[src/rtl/mem_stage_pkg.sv]
`default_nettype none
// ============================================================================
// Module      : mem_stage_pkg
// Description : Bus widths, field offsets and load_op bit indices shared by
//               the memory-access pipeline stage.
// Revision    : 1.0
// ============================================================================
package mem_stage_pkg;

    localparam int ES_TO_MS_BUS_WD = 158;
    localparam int MS_TO_WS_BUS_WD = 152;
    localparam int MS_FWD_BUS_WD   = 39;

    // es_to_ms_bus field offsets (LSB positions / single-bit positions)
    localparam int ES_PC_LSB           = 0;
    localparam int ES_RESULT_LSB       = 32;
    localparam int ES_DEST_LSB         = 64;
    localparam int ES_GR_WE_BIT        = 69;
    localparam int ES_RES_FROM_MEM_BIT = 70;
    localparam int ES_LOAD_OP_LSB      = 71;
    localparam int ES_CSR_WMASK_LSB    = 76;
    localparam int ES_CSR_RE_BIT       = 123;

    localparam int LOAD_OP_WD = 5;
    localparam int LD_B       = 0;
    localparam int LD_H       = 1;
    localparam int LD_W       = 2;
    localparam int LD_BU      = 3;
    localparam int LD_HU      = 4;

endpackage
`default_nettype wire

[src/rtl/load_align.sv]
`default_nettype none
// ============================================================================
// Module      : load_align
// Description : Selects byte/halfword from the load word and extends it.
// Revision    : 1.0
// ============================================================================
module load_align
    import mem_stage_pkg::*;
(
    input  logic [31:0]           rdata,
    input  logic [1:0]            offset,
    input  logic [LOAD_OP_WD-1:0] load_op,
    output logic [31:0]           load_result
);

    logic [7:0]  w_byte;
    logic [15:0] w_half;

    always_comb begin
        case (offset)
            2'd0:    w_byte = rdata[7:0];
            2'd1:    w_byte = rdata[15:8];
            2'd2:    w_byte = rdata[23:16];
            default: w_byte = rdata[31:24];
        endcase
        w_half = offset[1] ? rdata[31:16] : rdata[15:0];
    end

    // A zero load_op falls through to the whole word.
    always_comb begin
        load_result = rdata;
        if (load_op[LD_B])
            load_result = {{24{w_byte[7]}}, w_byte};
        else if (load_op[LD_H])
            load_result = {{16{w_half[15]}}, w_half};
        else if (load_op[LD_W])
            load_result = rdata;
        else if (load_op[LD_BU])
            load_result = {24'd0, w_byte};
        else if (load_op[LD_HU])
            load_result = {16'd0, w_half};
    end

endmodule
`default_nettype wire

[src/rtl/mem_stage.sv]
`default_nettype none
// ============================================================================
// Module      : mem_stage
// Description : MS pipeline stage: latches EX bus, aligns load data, drives
//               the writeback and forwarding buses, honours flush.
// Revision    : 1.0
// ============================================================================
module mem_stage
    import mem_stage_pkg::*;
(
    input  logic                       clk,
    input  logic                       reset,
    input  logic                       ws_allowin,
    output logic                       ms_allowin,
    input  logic                       es_to_ms_valid,
    input  logic [ES_TO_MS_BUS_WD-1:0] es_to_ms_bus,
    output logic                       ms_to_ws_valid,
    output logic [MS_TO_WS_BUS_WD-1:0] ms_to_ws_bus,
    output logic [MS_FWD_BUS_WD-1:0]   ms_fwd_bus,
    input  logic [31:0]                data_sram_rdata,
    input  logic                       ms_flush_pipe
);

    logic                       r_ms_valid;
    logic                       r_ms_first;
    logic [ES_TO_MS_BUS_WD-1:0] r_es_to_ms_bus;
    logic                       r_rdata_buf_valid;
    logic [31:0]                r_rdata_buf;

    logic                        w_ms_ready_go;
    logic [31:0]                 w_pc;
    logic [31:0]                 w_result;
    logic [4:0]                  w_dest;
    logic                        w_gr_we;
    logic                        w_res_from_mem;
    logic [LOAD_OP_WD-1:0]       w_load_op;
    logic                        w_csr_re;
    logic [ES_TO_MS_BUS_WD-ES_CSR_WMASK_LSB-1:0] w_csr_info;
    logic [31:0]                 w_load_data;
    logic [31:0]                 w_load_result;
    logic [31:0]                 w_final_result;

    assign w_pc           = r_es_to_ms_bus[ES_PC_LSB +: 32];
    assign w_result       = r_es_to_ms_bus[ES_RESULT_LSB +: 32];
    assign w_dest         = r_es_to_ms_bus[ES_DEST_LSB +: 5];
    assign w_gr_we        = r_es_to_ms_bus[ES_GR_WE_BIT];
    assign w_res_from_mem = r_es_to_ms_bus[ES_RES_FROM_MEM_BIT];
    assign w_load_op      = r_es_to_ms_bus[ES_LOAD_OP_LSB +: LOAD_OP_WD];
    assign w_csr_re       = r_es_to_ms_bus[ES_CSR_RE_BIT];
    assign w_csr_info     = r_es_to_ms_bus[ES_TO_MS_BUS_WD-1:ES_CSR_WMASK_LSB];

    assign w_ms_ready_go  = 1'b1;
    assign ms_allowin     = !r_ms_valid || (w_ms_ready_go && ws_allowin);
    assign ms_to_ws_valid = r_ms_valid && w_ms_ready_go && !ms_flush_pipe;

    always_ff @(posedge clk) begin
        if (reset) begin
            r_ms_valid        <= 1'b0;
            r_ms_first        <= 1'b0;
            r_es_to_ms_bus    <= '0;
            r_rdata_buf_valid <= 1'b0;
            r_rdata_buf       <= 32'd0;
        end else begin
            if (ms_flush_pipe)
                r_ms_valid <= 1'b0;
            else if (ms_allowin)
                r_ms_valid <= es_to_ms_valid;

            if (es_to_ms_valid && ms_allowin) begin
                r_es_to_ms_bus <= es_to_ms_bus;
                r_ms_first     <= 1'b1;
            end else begin
                r_ms_first     <= 1'b0;
            end

            // SRAM data is only valid in the first cycle; hold it across a stall.
            if (ms_flush_pipe || ms_allowin) begin
                r_rdata_buf_valid <= 1'b0;
            end else if (r_ms_first && r_ms_valid && w_res_from_mem && !ws_allowin) begin
                r_rdata_buf_valid <= 1'b1;
                r_rdata_buf       <= data_sram_rdata;
            end
        end
    end

    assign w_load_data = r_rdata_buf_valid ? r_rdata_buf : data_sram_rdata;

    load_align u_load_align (
        .rdata       (w_load_data),
        .offset      (w_result[1:0]),
        .load_op     (w_load_op),
        .load_result (w_load_result)
    );

    assign w_final_result = w_res_from_mem ? w_load_result : w_result;

    assign ms_to_ws_bus = {w_csr_info, w_gr_we, w_dest, w_final_result, w_pc};
    assign ms_fwd_bus   = {w_csr_re && r_ms_valid, r_ms_valid && w_gr_we,
                           w_dest, w_final_result};

endmodule
`default_nettype wire

[config.mk]
export PLATFORM = sky130hd
export DESIGN_NAME = mem_stage
export DESIGN_NICKNAME = d
export VERILOG_FILES = /design/src/rtl/mem_stage_pkg.sv /design/src/rtl/load_align.sv /design/src/rtl/mem_stage.sv
export SDC_FILE = /design/constraint.sdc
export NUM_CORES = 1
export LEC_CHECK = 0
export CAP_MARGIN = 20
export CORE_AREA = 2 2 152 154
export CTS_BUF_LIST = sky130_fd_sc_hd__clkbuf_8
export DETAILED_ROUTE_END_ITERATION = 7
export DIE_AREA = 0 0 154 156
export PLACE_DENSITY = 0.88
export SYNTH_ARGS = -nofsm -noshare
export SYNTH_HDL_FRONTEND = slang
export SYNTH_SLANG_ARGS = --single-unit
export TNS_END_PERCENT = 30
[constraint.sdc]
create_clock -name clk -period 3.7 [get_ports clk]
set_input_delay 0.37 -clock clk [delete_from_list [all_inputs] [get_ports clk]]
set_output_delay 0.37 -clock clk [all_outputs]
set_load 0.05 [all_outputs]
## Word-level counts from Yosys, hierarchy flattened

Index checks and enable logic that the tools add are counted.

- Flip-flop bits (word level): 193
- Input bits: 195
- Output and inout bits: 193
- Logic and storage cells: 34

- Equal/unequal tests: 2
- Multiplexer cells: 10
- Bitwise logic cells: 1
- Reduce and logical (&&, ||, !) cells: 16

Operator list:

| kind | number |
|---|---|
| two-way mux 32 bit | 7 |
| one-hot mux 8 bit (3 select lines) | 1 |
| two-way mux 16 bit | 1 |
| logical AND 1 bit | 7 |
| OR reduction 2 bit | 2 |
| zero test 1 bit | 3 |
| equality test 2 x 1 -> 1 bit (second input constant) | 1 |
| equality test 2 bit (second input constant) | 1 |
| zero test 2 bit | 1 |
| logical OR 1 bit | 2 |
| AND reduction 2 bit | 1 |
| two-way mux 1 bit | 1 |
| NOT 1 bit | 1 |

## Logic depth before layout (Yosys ltp)

- Depth after elaboration: 8
- Gate-level depth with buffers: 8
- Depth with buffers taken out: 5

## Modules after synthesis

Synthesis repeated with hierarchy kept, for this count alone.

- Cells, all modules: 1248
- Area total of the unflattened synthesis: 10588.9 sq um

By module, submodules not included:

| module | instances | cells an instance | area an instance (sq um) | sequential area each (sq um) |
|---|---|---|---|---|
| mem_stage | 1 | 1102 | 9545.4 | 3863.7 |
| load_align | 1 | 146 | 1043.5 | 0.0 |

## Worst setup path before layout

Ideal clock, no wire load.

- Kind: reg-to-output
- Start: register r_es_to_ms_bus[74]
- End: output ms_to_ws_bus[33]
- Arrival: 2564 ps
- Data required time: 3330 ps
- Path slack: 766 ps
- Cell stages (with the launch flop): 8
- Path buffers: 2
- Cells stage by stage: dfxtp_1 > clkbuf_1 > nor2_1 > a21o_1 > a21oi_1 > o221ai_1 > a22oi_1 > buf_4

- Word-level cells in the longest chain between the ends: 5

Ends and longest elaborated chain:

| item | RTL line | text |
|---|---|---|
| start: declaration | mem_stage.sv:26 | `logic [ES_TO_MS_BUS_WD-1:0] r_es_to_ms_bus;` |
| start signal: assignment | mem_stage.sv:70 | `r_es_to_ms_bus <= es_to_ms_bus;` |
| two-way mux 32 bit | load_align.sv:38 | `else if (load_op[LD_BU])` |
| two-way mux 32 bit | load_align.sv:36 | `else if (load_op[LD_W])` |
| two-way mux 32 bit | load_align.sv:34 | `else if (load_op[LD_H])` |
| two-way mux 32 bit | load_align.sv:32 | `if (load_op[LD_B])` |
| two-way mux 32 bit | mem_stage.sv:95 | `assign w_final_result = w_res_from_mem ? w_load_result : w_result;` |
| end: declaration | mem_stage.sv:18 | `output logic [MS_TO_WS_BUS_WD-1:0] ms_to_ws_bus,` |

Every way passes these cells.

## Final worst setup path

- Start: register r_rdata_buf_valid
- End: output ms_to_ws_bus[33]

- Word-level cells in the longest chain between the ends: 8
- Elaborated cells between the ends (all ways): 9
- Classes of those cells: mux (9)

Ends and longest elaborated chain:

| item | RTL line | text |
|---|---|---|
| start: declaration | mem_stage.sv:27 | `logic r_rdata_buf_valid;` |
| start signal: assignment | mem_stage.sv:61 | `r_rdata_buf_valid <= 1'b0;` |
| start signal: assignment | mem_stage.sv:78 | `r_rdata_buf_valid <= 1'b0;` |
| start signal: assignment | mem_stage.sv:80 | `r_rdata_buf_valid <= 1'b1;` |
| two-way mux 32 bit (*) | mem_stage.sv:86 | `assign w_load_data = r_rdata_buf_valid ? r_rdata_buf : data_sram_rdata;` |
| two-way mux 16 bit | load_align.sv:26 | `w_half = offset[1] ? rdata[31:16] : rdata[15:0];` |
| two-way mux 32 bit | load_align.sv:40 | `else if (load_op[LD_HU])` |
| two-way mux 32 bit | load_align.sv:38 |  |
| two-way mux 32 bit | load_align.sv:36 |  |
| two-way mux 32 bit | load_align.sv:34 |  |
| two-way mux 32 bit (*) | load_align.sv:32 |  |
| two-way mux 32 bit (*) | mem_stage.sv:95 |  |

Mark *: on every way between the ends. The rest lies on a longest branch, timed or not.

==> impl_results.md <==
* Mean Syn Cell Area at around 8.0 µm²
* Final Instance Area at 12,700 µm²
* Hold Crit Depth at 2
* Reg clk slew, reported paths at 0.11 ns
* Synthesis-to-layout area growth at 34.2%
* Standard-cell rows at 55
* FILL cells at 1,978
* CP Max Fanout at 41
* Minimum clock period at 3.51 ns
* Critical path startpoint category: flip-flop
* Initial antenna violation count at 4
* Hold crit path type: in -> reg
* H-tree depth at 4
* Buffers on Ports at 387
* Reg2reg start: r_ms_valid
* Max Clk Rate at ~0.28 GHz
* Synth unique cells at 39
* GP Congestion at 0.900
* Commonest non-fill, non-tap cell in the layout: nand2_1
* Final setup vio count at 0
* Per-cell routed wire length at 17.4 µm
* Reg2reg end: r_es_to_ms_bus[74]
* Post-Syn Nets at 1,378
* Post-synth EDFFs at 0
* Die Y-Extent at 156 µm
* DRT iter0 DRCs at just under 600
* YS warnings at 0
* Fin nets at between 1,500 and 2,000
* Crit. End Element: output port
* Hold buffer count at cts at 0
* Clock skew at 0.0144 ns
* Status: complete, no violations
* Max Cap Violations at 0
* Vias in the first global route at 8,162
* Largest net degree at the start of global routing at about 100
* Primary FF master, synth: dfxtp_1
* Final hold vios at 0
* Total GRT Usage at a little under a quarter
* RSZ-0062 raised after global routing: no
* Clock buffer count from CTS at 17
* CP Data Required Time at 3.33 ns
* Cell Pwr Density at slightly above 400 nW/µm²
* Worst-Skew Late Latency at 0.45 ns
* WP data arrival at approximately 3.1 ns
* Worst hold path endpoint: r_es_to_ms_bus[143]
* Fraction of layout cells with a size suffix above 1 at 9.02%
* Initial core utilization at 42.2%
* Mapped Cells at about 1,200
* Grt total ovfl at 0
* Reg2reg path depth at 5
* Leak at 4.58 nW
* Largest buffer count on any clock path at 2
* Root buf cell: clkbuf_8
* CTS tree: built
* Hold Crit Start: reset
* Post-route DRC at 0
* Crit path kind: reg -> out
* Final HPWL DP at 21,200 µm
* Die Span X at 154 µm
* Io pins at around 390
* Pre-antenna DRT Iters at 5
* Most frequent cells in the layout: nand2_1, clkdlybuf4s50_1, a21oi_1
* VDD IR max at between 0.2 and 0.3 mV
* Vias at between 8,000 and 9,000
* Core Util, Final at around 57%
* Period utilization at 94.9%
* Vias per inst at 5.12
* Total wire length at 28,900 µm
* #FFs+latches synth at 193
* Slew headroom at ~44%
* First-pass GRT wire length at 43,900 µm
* Die area at 24,000 µm²
* Core ar. at 22,400 µm²
* Setup TNS at 0 ns
* Worst-margin pin slew at 0.834 ns
* Ys async rst share at 0%
* Slew Viols, Final at 0
* R2r setup slk at 1.66 ns
* Mapped cell area at 9430 µm²
* Final ANT Viol Nets at 0
* Num Clock Sinks at 193
* Area after DPL at between 10,000 and 15,000 µm²
* Sequential fraction of the synthesis area at between 40% and 50%
## cell usage after synthesis, drive strengths merged (2+ instances only)
library cell	instances	area share [%]
a21o	2	0.16
a21oi	218	12
and2	3	0.20
buf	176	14
clkbuf	65	2.6
dfxtp	193	41
inv	6	0.24
mux2	18	2.3
mux2i	15	1.6
mux4	15	3.6
nand2	391	16
nand2b	3	0.28
nand3	8	0.42
nor2	5	0.20
nor3	2	0.11
o21ai	16	0.85
o221ai	7	0.65
o2bb2ai	23	3.5
o31ai	8	0.64
## area by class of cell
| class | instances | area (µm²) | share of cell area (%) |
|---|---|---|---|
| diodes | 4 | 10.0 | 0.0791 |
| clock buffers | 17 | 234 | 1.85 |
| clock inverters | 15 | 175 | 1.38 |
| inverters | 6 | 22.5 | 0.178 |
| multi-input cells | 743 | 4020 | 31.7 |
| flip-flops and latches | 193 | 3860 | 30.5 |
| well taps | 285 | 357 | 2.82 |
| repair buffers | 401 | 3980 | 31.4 |
## metrics by stage
| stage | total power, mW | hold slack, ns | worst slack, ns | cells |
|---|---|---|---|---|
| final | 5.16 | 0.406 | 0.190 | 1664 |
| after global routing | 5.36 | 0.405 | 0.0243 | 1664 |
| after CTS | 5.19 | 0.406 | 0.104 | 1660 |
| after detailed placement | 3.78 | 0.446 | 0.447 | 1628 |
| after global placement | 3.76 | 0.441 | 0.474 | 1628 |
| after floorplan | 3.32 | 0.433 | 0.766 | 1183 |
## registers in the layout (all words and copies together), names as in the netlist
register           flops
r_es_to_ms_bus       158
r_ms_first             1
r_ms_valid             1
r_rdata_buf           32
r_rdata_buf_valid      1
## critical path, cell delays in order, from the launching register on
cell	delay (ns)
dfxtp_2	0.46
buf_4	0.53
mux2_1	0.41
or2_0	0.21
o221ai_1	0.18
a22oi_1	0.15
clkdlybuf4s50_1	0.75
## cell families after synthesis
family                 share of synthesized area, %
AND/OR/NAND/NOR                                17.1
buffers and inverters                          16.7
AO/OA/AOI/OAI                                  17.8
multiplexers                                   7.44
flip-flops                                     41.0
## where the power goes
part | switching (mW) | total [mW] | internal [mW]
combinational | 0.928 | 1.49 | 0.566
clock | 0.849 | 1.42 | 0.569
sequential | 0.0670 | 2.24 | 2.18
## timing repair
action                                  4_1_cts  5_1_grt
buffers inserted                              0        0
endpoints found under the setup margin        0       25
gates resized for setup                       0        2
## worst max path at each step
stage / cells past startpoint / to / slack (ns) / from
after floorplan: 7 / ms_to_ws_bus[33] / 0.77 / r_es_to_ms_bus[74]
after global placement: 7 / ms_to_ws_bus[40] / 0.47 / data_sram_rdata[7]
after detailed placement: 7 / ms_to_ws_bus[40] / 0.45 / data_sram_rdata[15]
after CTS: 6 / ms_to_ws_bus[60] / 0.10 / r_es_to_ms_bus[74]
after global routing: 6 / ms_to_ws_bus[33] / 0.02 / r_rdata_buf_valid
final: 6 / ms_to_ws_bus[33] / 0.19 / r_rdata_buf_valid
## routing by layer
metal	track usage (%)	share of wire, %	up-vias
li1	-	-	4119
met3	6.97	8.9	54
met4	8.28	2.8	0
met5	0	0	-
met1	28.4	40	3958
met2	38.4	48	393
No activity file was read; power rests on OpenSTA's default activity.
